**config.mk**
```make
export PLATFORM = sky130hd
export DESIGN_NAME = pwm_demod_flat
export DESIGN_NICKNAME = d
export VERILOG_FILES = /design/src/rtl/music_pkg.sv /design/src/rtl/pwm_demod_if.sv /design/src/rtl/pwm_in_sync.sv /design/src/rtl/pwm_demod.sv /design/src/flat_wrapper.sv
export SDC_FILE = /design/constraint.sdc
export NUM_CORES = 1
export LEC_CHECK = 0
export ABC_AREA = 1
export BUFFER_PORTS_ARGS = -buffer_cell sky130_fd_sc_hd__buf_2
export CORE_AREA = 2 2 73 58
export CTS_CLUSTER_DIAMETER = 40
export DETAILED_ROUTE_END_ITERATION = 6
export DIE_AREA = 0 0 75 60
export GPL_TIMING_DRIVEN = 0
export MAX_ROUTING_LAYER = met4
export PLACE_DENSITY = 0.66
export SKIP_LAST_GASP = 1
export SLEW_MARGIN = 10
export SYNTH_ARGS = -nofsm -noshare
export SYNTH_HDL_FRONTEND = slang
export SYNTH_SLANG_ARGS = --single-unit
```
**constraint.sdc**
```tcl
create_clock -name clk -period 3.43 [get_ports clk]
set_input_delay 0.5145 -clock clk [delete_from_list [all_inputs] [get_ports clk]]
set_output_delay 0.5145 -clock clk [all_outputs]
set_load 0.02 [all_outputs]
```
**src/rtl/music_pkg.sv**
```systemverilog
// Shared definitions for the music path: demodulator state encoding, the default
// PWM frame width shared with the generator, and the saturation-limit helper.
package music_pkg;

    localparam int FRAME_W_DEFAULT = 8;

    typedef enum logic {
        HUNT  = 1'b0,
        TRACK = 1'b1
    } demod_state_e;

    // Largest value representable in w bits, i.e. the last phase of a 2^w frame.
    function automatic int unsigned sat_limit(input int unsigned w);
        return (32'd1 << w) - 32'd1;
    endfunction

endpackage

```
**src/rtl/pwm_demod_if.sv**
```systemverilog
// Valid/ready sample channel between the PWM demodulator and its consumer.
interface pwm_demod_if
    import music_pkg::*;
#(
    parameter int SAMPLE_W = FRAME_W_DEFAULT
);

    logic [SAMPLE_W-1:0] sample;
    logic                sample_valid;
    logic                sample_ready;

    modport master (
        output sample,
        output sample_valid,
        input  sample_ready
    );

    modport slave (
        input  sample,
        input  sample_valid,
        output sample_ready
    );

endinterface

```
**src/rtl/pwm_in_sync.sv**
```systemverilog
// Brings the asynchronous PWM line into the clk domain and flags its rising edges.
module pwm_in_sync #(
    parameter int SYNC_STAGES = 2
) (
    input  logic clk,
    input  logic rst_n,
    input  logic pwm_in,
    output logic pwm_s,
    output logic rise
);

    logic [SYNC_STAGES-1:0] sync_q;
    logic [SYNC_STAGES-1:0] sync_d;
    logic                   pwm_d_q;
    logic                   pwm_d_d;

    always_comb begin
        sync_d  = {sync_q[SYNC_STAGES-2:0], pwm_in};
        pwm_d_d = sync_q[SYNC_STAGES-1];
    end

    always_ff @(posedge clk or negedge rst_n) begin
        if (!rst_n) begin
            sync_q  <= '0;
            pwm_d_q <= 1'b0;
        end else begin
            sync_q  <= sync_d;
            pwm_d_q <= pwm_d_d;
        end
    end

    assign pwm_s = sync_q[SYNC_STAGES-1];
    assign rise  = pwm_s & ~pwm_d_q;

endmodule

```
**src/rtl/pwm_demod.sv**
```systemverilog
// Recovers one duty-cycle sample per PWM frame, tracking frame phase from the
// line's rising edges and handing samples out through a one-entry valid/ready buffer.
module pwm_demod
    import music_pkg::*;
#(
    parameter int SAMPLE_W    = FRAME_W_DEFAULT,
    parameter int SYNC_STAGES = 2,
    parameter int RELOCK_ERRS = 4
) (
    input  logic       clk,
    input  logic       rst_n,
    input  logic       pwm_in,
    pwm_demod_if.master out_if,
    output logic       locked,
    output logic       overrun
);

    localparam int ACC_W = SAMPLE_W + 1;
    localparam logic [SAMPLE_W-1:0] PHASE_LAST = SAMPLE_W'(sat_limit(SAMPLE_W));
    localparam logic [ACC_W-1:0]    ACC_LIMIT  = ACC_W'(sat_limit(SAMPLE_W));
    localparam logic [3:0]          ERR_LIMIT  = 4'(RELOCK_ERRS);

    logic pwm_s;
    logic rise;

    demod_state_e        state_q,   state_d;
    logic [SAMPLE_W-1:0] phase_q,   phase_d;
    logic [ACC_W-1:0]    acc_q,     acc_d;
    logic [3:0]          err_q,     err_d;
    logic                good_q,    good_d;
    logic                bad_q,     bad_d;
    logic [SAMPLE_W-1:0] sample_q,  sample_d;
    logic                valid_q,   valid_d;
    logic                overrun_q, overrun_d;

    logic [ACC_W-1:0]    sum;
    logic [SAMPLE_W-1:0] result;
    logic [3:0]          err_inc;
    logic                publish;

    pwm_in_sync #(
        .SYNC_STAGES(SYNC_STAGES)
    ) u_sync (
        .clk   (clk),
        .rst_n (rst_n),
        .pwm_in(pwm_in),
        .pwm_s (pwm_s),
        .rise  (rise)
    );

    // good/bad remember whether this frame saw a rise on phase 0 or anywhere else.
    always_comb begin
        state_d = state_q;
        phase_d = phase_q;
        acc_d   = acc_q;
        err_d   = err_q;
        good_d  = good_q;
        bad_d   = bad_q;
        publish = 1'b0;
        sum     = acc_q + {{SAMPLE_W{1'b0}}, pwm_s};
        result  = (sum > ACC_LIMIT) ? ACC_LIMIT[SAMPLE_W-1:0] : sum[SAMPLE_W-1:0];
        err_inc = err_q + 4'd1;

        case (state_q)
            HUNT: begin
                phase_d = '0;
                acc_d   = '0;
                err_d   = '0;
                good_d  = 1'b0;
                bad_d   = 1'b0;
                if (rise) begin
                    state_d = TRACK;
                    phase_d = SAMPLE_W'(1);
                    acc_d   = ACC_W'(1);
                    good_d  = 1'b1;
                end
            end
            TRACK: begin
                phase_d = phase_q + SAMPLE_W'(1);
                if (phase_q == '0) begin
                    acc_d  = {{SAMPLE_W{1'b0}}, pwm_s};
                    good_d = rise;
                    bad_d  = 1'b0;
                end else begin
                    acc_d = sum;
                    if (rise) begin
                        bad_d = 1'b1;
                    end
                end

                // Frame end: settle the alignment verdict and publish unless lock is lost.
                if (phase_q == PHASE_LAST) begin
                    if (bad_q || rise) begin
                        if (err_inc >= ERR_LIMIT) begin
                            state_d = HUNT;
                            err_d   = '0;
                            phase_d = '0;
                            acc_d   = '0;
                        end else begin
                            err_d   = err_inc;
                            publish = 1'b1;
                        end
                    end else begin
                        if (good_q) begin
                            err_d = '0;
                        end
                        publish = 1'b1;
                    end
                end
            end
        endcase
    end

    // A publish always wins the buffer; overrun marks a sample lost while stalled.
    always_comb begin
        sample_d  = sample_q;
        valid_d   = valid_q;
        overrun_d = overrun_q;
        if (publish) begin
            sample_d = result;
            valid_d  = 1'b1;
            if (valid_q && !out_if.sample_ready) begin
                overrun_d = 1'b1;
            end
        end else if (valid_q && out_if.sample_ready) begin
            valid_d = 1'b0;
        end
    end

    always_ff @(posedge clk or negedge rst_n) begin
        if (!rst_n) begin
            state_q   <= HUNT;
            phase_q   <= '0;
            acc_q     <= '0;
            err_q     <= '0;
            good_q    <= 1'b0;
            bad_q     <= 1'b0;
            sample_q  <= '0;
            valid_q   <= 1'b0;
            overrun_q <= 1'b0;
        end else begin
            state_q   <= state_d;
            phase_q   <= phase_d;
            acc_q     <= acc_d;
            err_q     <= err_d;
            good_q    <= good_d;
            bad_q     <= bad_d;
            sample_q  <= sample_d;
            valid_q   <= valid_d;
            overrun_q <= overrun_d;
        end
    end

    assign out_if.sample       = sample_q;
    assign out_if.sample_valid = valid_q;
    assign locked              = (state_q == TRACK);
    assign overrun             = overrun_q;

endmodule

```
**src/flat_wrapper.sv**
```systemverilog
// flat-port wrapper written by rule: the top's interface ports become plain ports
module pwm_demod_flat import music_pkg::*;
#(
    parameter int SAMPLE_W    = FRAME_W_DEFAULT,
    parameter int SYNC_STAGES = 2,
    parameter int RELOCK_ERRS = 4
)
  (clk, rst_n, pwm_in, locked, overrun, out_if_sample, out_if_sample_valid, out_if_sample_ready);
  pwm_demod_if #(.SAMPLE_W(SAMPLE_W)) out_if_i ();
  input  logic clk;
  input  logic rst_n;
  input  logic pwm_in;
  output logic locked;
  output logic overrun;
  output wire logic [$bits(out_if_i.sample)-1:0] out_if_sample;
  output wire logic [$bits(out_if_i.sample_valid)-1:0] out_if_sample_valid;
  input wire logic [$bits(out_if_i.sample_ready)-1:0] out_if_sample_ready;
  assign out_if_sample = out_if_i.sample;
  assign out_if_sample_valid = out_if_i.sample_valid;
  assign out_if_i.sample_ready = out_if_sample_ready;
  pwm_demod #(.SAMPLE_W(SAMPLE_W), .SYNC_STAGES(SYNC_STAGES), .RELOCK_ERRS(RELOCK_ERRS)) u_core (.clk(clk), .rst_n(rst_n), .pwm_in(pwm_in), .out_if(out_if_i), .locked(locked), .overrun(overrun));
endmodule
```
# Yosys cells after proc, flatten, opt, wreduce, memory -nomap -nowiden

Cells that the tools add are included.
W data, S select, Z words.

Output and inout port bits: 11
Bits of input ports: 4
Bits in registers: 37

Eq/ne operators: 5
$lt $le $gt $ge: 2
Bitwise gates (word level): 3
Add/sub/neg operators: 3
Muxes and demuxes: 31
Reduce and logical (&&, ||, !) cells: 8

Operators with widths:

| operator              | number |
|---|---|
| $mux W9               | 4 |
| $mux W8               | 4 |
| $pmux W9 S2           | 1 |
| $mux W4               | 4 |
| $pmux W8 S2           | 1 |
| $mux W1               | 13 |
| $add A9 B1 Y9         | 1 |
| $gt A9 B8 Y1 const B  | 1 |
| $add A8 B1 Y8 const B | 1 |
| $eq A8 B8 Y1 const B  | 1 |
| $logic_not A8 Y1      | 1 |
| $pmux W4 S2           | 1 |
| $pmux W1 S2           | 3 |
| $add A4 B1 Y4 const B | 1 |
| $ge A4 B3 Y1 const B  | 1 |
| $ne A2 B2 Y1 const B  | 2 |
| $reduce_and A2 Y1     | 2 |
| $ne A3 B2 Y1 const B  | 1 |
| $ne A3 B3 Y1 const B  | 1 |
| $logic_and A1 B1 Y1   | 2 |
| $not A1 Y1            | 2 |
| $reduce_bool A2 Y1    | 1 |
| $and A1 B1 Y1         | 1 |
| $logic_not A1 Y1      | 1 |
| $logic_or A1 B1 Y1    | 1 |

# Longest topological paths before layout

Depth in word-level cells: 7
Mapped depth: 10

# Hierarchy

From an unflattened synthesis, not the netlist that was laid out.

Cells, all modules: 234
Area, all modules: 1859.3 um2

By module, submodules not included:

| module      | times used | area an instance (um2) | cells each |
|---|---|---|---|
| pwm_demod   | 1          | 1774.2                 | 229 |
| pwm_in_sync | 1          | 85.1                   | 5 |

# Least setup slack after synthesis

OpenSTA, ideal clock, no wires.

Path type: reg-to-reg
Start point: register u_core.u_sync.sync_q[1]
End point: register u_core.sample_q[0] (netlist: u_core.out_if.sample[0])
Data required time: 3.313 ns
Stages on the path, launching flop included: 11
Slack: 1.989 ns
Clock period less this slack: 1.441 ns
Arrival: 1.323 ns
Cell sequence: dfrtp_1 -> ha_1 -> ha_1 -> nand3_1 -> inv_1 -> nand2_1 -> nand2_1 -> nand2_2 -> nand2_1 -> nand3_1 -> nand2_1

Longest elaborated chain between the ends: 5
Elaborated cells on any way between the ends: 8

Ends and longest elaborated chain:

| item                                                                  | line              | RTL |
|---|---|---|
| start, declared                                                       | pwm_in_sync.sv:12 | `logic [SYNC_STAGES-1:0] sync_q;` |
| start signal, assigned                                                | pwm_in_sync.sv:27 | `sync_q <= sync_d;` |
| parallel branches: the longest is 5 deep, another holds $add A9 B1 Y9 | n/a               |  |
| end signal, assigned                                                  | pwm_demod.sv:148  | `sample_q <= sample_d;` |
| end, declared                                                         | pwm_demod.sv:32   | `logic [SAMPLE_W-1:0] sample_q, sample_d;` |

Several ways; the timed one is not identified.
A chain may end at the register's enable or synchronous reset.

# Worst setup path after layout

Start point: register u_core.u_sync.sync_q[1]
End point: register u_core.sample_q[5] (netlist: u_core.out_if.sample[5])

Same word-level chain as after synthesis.

==> results_dict.tcl <==
set metrics [dict create \
    status "finished, final reports clean" \
    wirelength_mm 3.08 \
    power.density_mw_per_mm2 604 \
    totalNegativeSetupSlack_ns 0 \
    total_power_mw 1.26 \
    cts_buffers 5 \
    crit_chain "ha_1 -> ha_1 -> nand3_1 -> inv_1 -> nand2_1 -> nand2_1 -> nand2_2 -> nand2_1 -> nand3_1 -> nand2_1" \
    cpMostUsedCell "nand2_1" \
    final_common_cell "nand2_1" \
    hold_viol 0 \
    cts_tree "done" \
    ys_ff_latch 37 \
    worstSetupPathType "reg2reg" \
    netlist_instances 213 \
    ys_warn_count 0 \
    p_leak_nw 1.10 \
    drv_slew 0 \
    num_io_pins 15 \
    grt_overflow 0 \
    yosysTopAreaCell "dfrtp_1" \
    final-setup-viol-count 0 \
    first_global_vias 1259 \
    die_w_microns 75 \
    synth_nets 223 \
    final_cell_mix "nand2_1 (64), dfrtp_1 (37), nor2_1 (27)" \
    post_cts_buffers 0 \
    wl_per_cell_microns 10.6 \
    cts_hold_buf 0 \
    drc 0 \
    core_area_sq_mm 0.00383 \
    swShare_pct 32.1 \
    vias 1325 \
    critPathMaxStageDelay_ns 0.41 \
    syn_area_per_cell_sq_um 8.56 \
    max-clock-path-buffers 2 \
    pwr-share-comb_pct 24.9 \
    clk_pin_slew_ns 0.07 \
    cts_resized 0 \
    start_util_pct 47.6 \
    first_pass_iters 4 \
    area_delta_synth_final_pct 14.2 \
    reg2reg_depth 10 \
    drive_gt1_share_pct 17.9 \
    cts_root_buffer "clkbuf_8" \
    fill_cells 379 \
    clkPwrFrac_pct 30.6 \
    hp-class "in2async" \
    drv_cap 0 \
    rows 20 \
    critPathRequiredTime_ns 3.61 \
    worst_ep_arrival_time_ns 1.75 \
    io_buffers 14 \
    min_period_ns 1.57 \
    place.gp.congestion 0.820 \
    nets 244 \
    rsz0062_at_grt "false" \
    skew_ns 0.00639 \
    layout.cells.non_filler 290 \
    worstSetupEndpointType "register" \
    ys_seq_area_share_pct 50.8 \
    relSlewSlack_pct 46.3 \
    dr.first_iter.drc_count 95 \
    fin_crit_sh_pct 45.9 \
    critPathSlowestCell "dfrtp_1" \
    syn_area_sq_mm 0.00182 \
    cts_max_level 2 \
    tightest_slew_ns 0.805 \
    critPathLaunchType "register" \
    antenna_found_initial 0 \
    synth.area.top_cells "dfrtp_1 (51%), nand2_1 (13%), nor2_1 (5.6%)" \
    hpwl_mm 2.23 \
    diodes 0 \
    vdd_ir_drop_max_uv 421 \
    drtAntennaViolNets 0 \
    die_area_sq_mm 0.00450 \
    netlist.area_leader.share_pct 50.8 \
    grt_first_pass_wirelength_mm 5.59 \
    cp_max_fo 9 \
    power.share.sequential_pct 44.5 \
    p_int_uw 855 \
    insertion_delay_ns 0.28 \
    power.switching_uw 403 \
    vias_per_cell 4.57 \
    dp_cells 282 \
    dieHeight_microns 60 \
    fmax_mhz 635 \
    grt_usage_pct 17.4 \
    grt_start_max_net_pins 38 \
    yosysUniqueCellTypes 26 \
    clock_sinks 37 \
]
==> worst max-delay path, delay by kind of cell, from the launching register on <==
family / cells / cell delay, ns
adders and majority gates: 2 / 0.39
DFF: 1 / 0.41
and+or+nand+nor: 7 / 0.58
buffers and inverters: 1 / 0.09
==> area by class of cell <==
class	instances	area, sq um	area share [%]
buffer	2	22.5	1.08
clock buffer	6	82.6	3.97
clock inverter	2	37.5	1.80
inverter	26	97.6	4.69
multi-input combinational	148	777	37.3
sequential	37	926	44.5
tap	55	68.8	3.31
timing repair buffer	14	70.1	3.37
==> through the flow <==
stage / setup WS, ns / cell area, sq um / utilization, % / hold WS (ns)
2_1_floorplan: 1.99 / 1820 / - / 0.219
3_3_place_gp: 1.86 / 1960 / 51.2 / 0.333
3_5_place_dp: 1.85 / 1960 / 51.2 / 0.342
4_1_cts: 1.85 / 2080 / 54.4 / 0.330
5_1_grt: 1.66 / 2080 / 54.4 / 0.321
6_report: 1.86 / 2080 / 54.4 / 0.322
==> final timing paths <==
check,from,endpoint,slack (ns)
setup / recovery,u_core.u_sync.sync_q[1],u_core.out_if.sample[5],1.86
hold / removal,rst_n,u_core.acc_q[5],0.32
setup reg to reg,u_core.u_sync.sync_q[1],u_core.out_if.sample[5],1.86
hold reg to reg,u_core.u_sync.sync_q[0],u_core.u_sync.sync_q[1],0.36
max in group asynchronous,rst_n,u_core.phase_q[5],2.60
min in group clk,pwm_in,u_core.u_sync.sync_q[0],0.34
==> synth_stat cells, drive strengths merged <==
| cell type | instances |
|---|---|
| a21oi | 3 |
| buf | 2 |
| dfrtp | 37 |
| ha | 6 |
| inv | 26 |
| nand2 | 68 |
| nand3 | 23 |
| nand4 | 2 |
| nor2 | 30 |
| nor3 | 4 |
| o21ai | 6 |
| o21bai | 2 |
| xnor2 | 2 |
| xor2 | 2 |
==> registers in the layout (all words and copies together) (netlist names) <==
signal	flops
u_core.overrun	1
u_core.acc_q	9
u_core.u_sync.pwm_d_q	1
u_core.bad_q	1
u_core.err_q	4
u_core.out_if.sample	8
u_core.good_q	1
u_core.locked	1
u_core.out_if.sample_valid	1
u_core.u_sync.sync_q	2
u_core.phase_q	8
==> routing by layer <==
metal,wire (microns),track usage (%),vias to the layer above
li1,-,-,703
met1,1710,25.6,592
met2,1200,22.9,28
met3,141,5.06,2
met4,22,5.36,0
met5,0,-,-
==> power groups by stage <==
stage               logic [mW]  registers (mW)  clock network, mW
floorplan                0.253           0.558                  0
global placement         0.310           0.567                  0
detailed placement       0.315           0.568                  0
CTS                      0.317           0.560              0.399
global route             0.363           0.573              0.415
finish                   0.313           0.560              0.385
==> logic make-up (layout without fill, tap and decap cells) <==
logic type | after synthesis | count (layout) | share of synthesized area [%]
simple gates | 127 | 127 | 32.1
flops | 37 | 37 | 50.8
xor+xnor | 4 | 4 | 1.92
compound gates | 11 | 11 | 4.53
fa+ha+maj | 6 | 6 | 4.12
buf+inv | 28 | 50 | 6.59
Note: power is estimated with default switching activity, not from simulation.
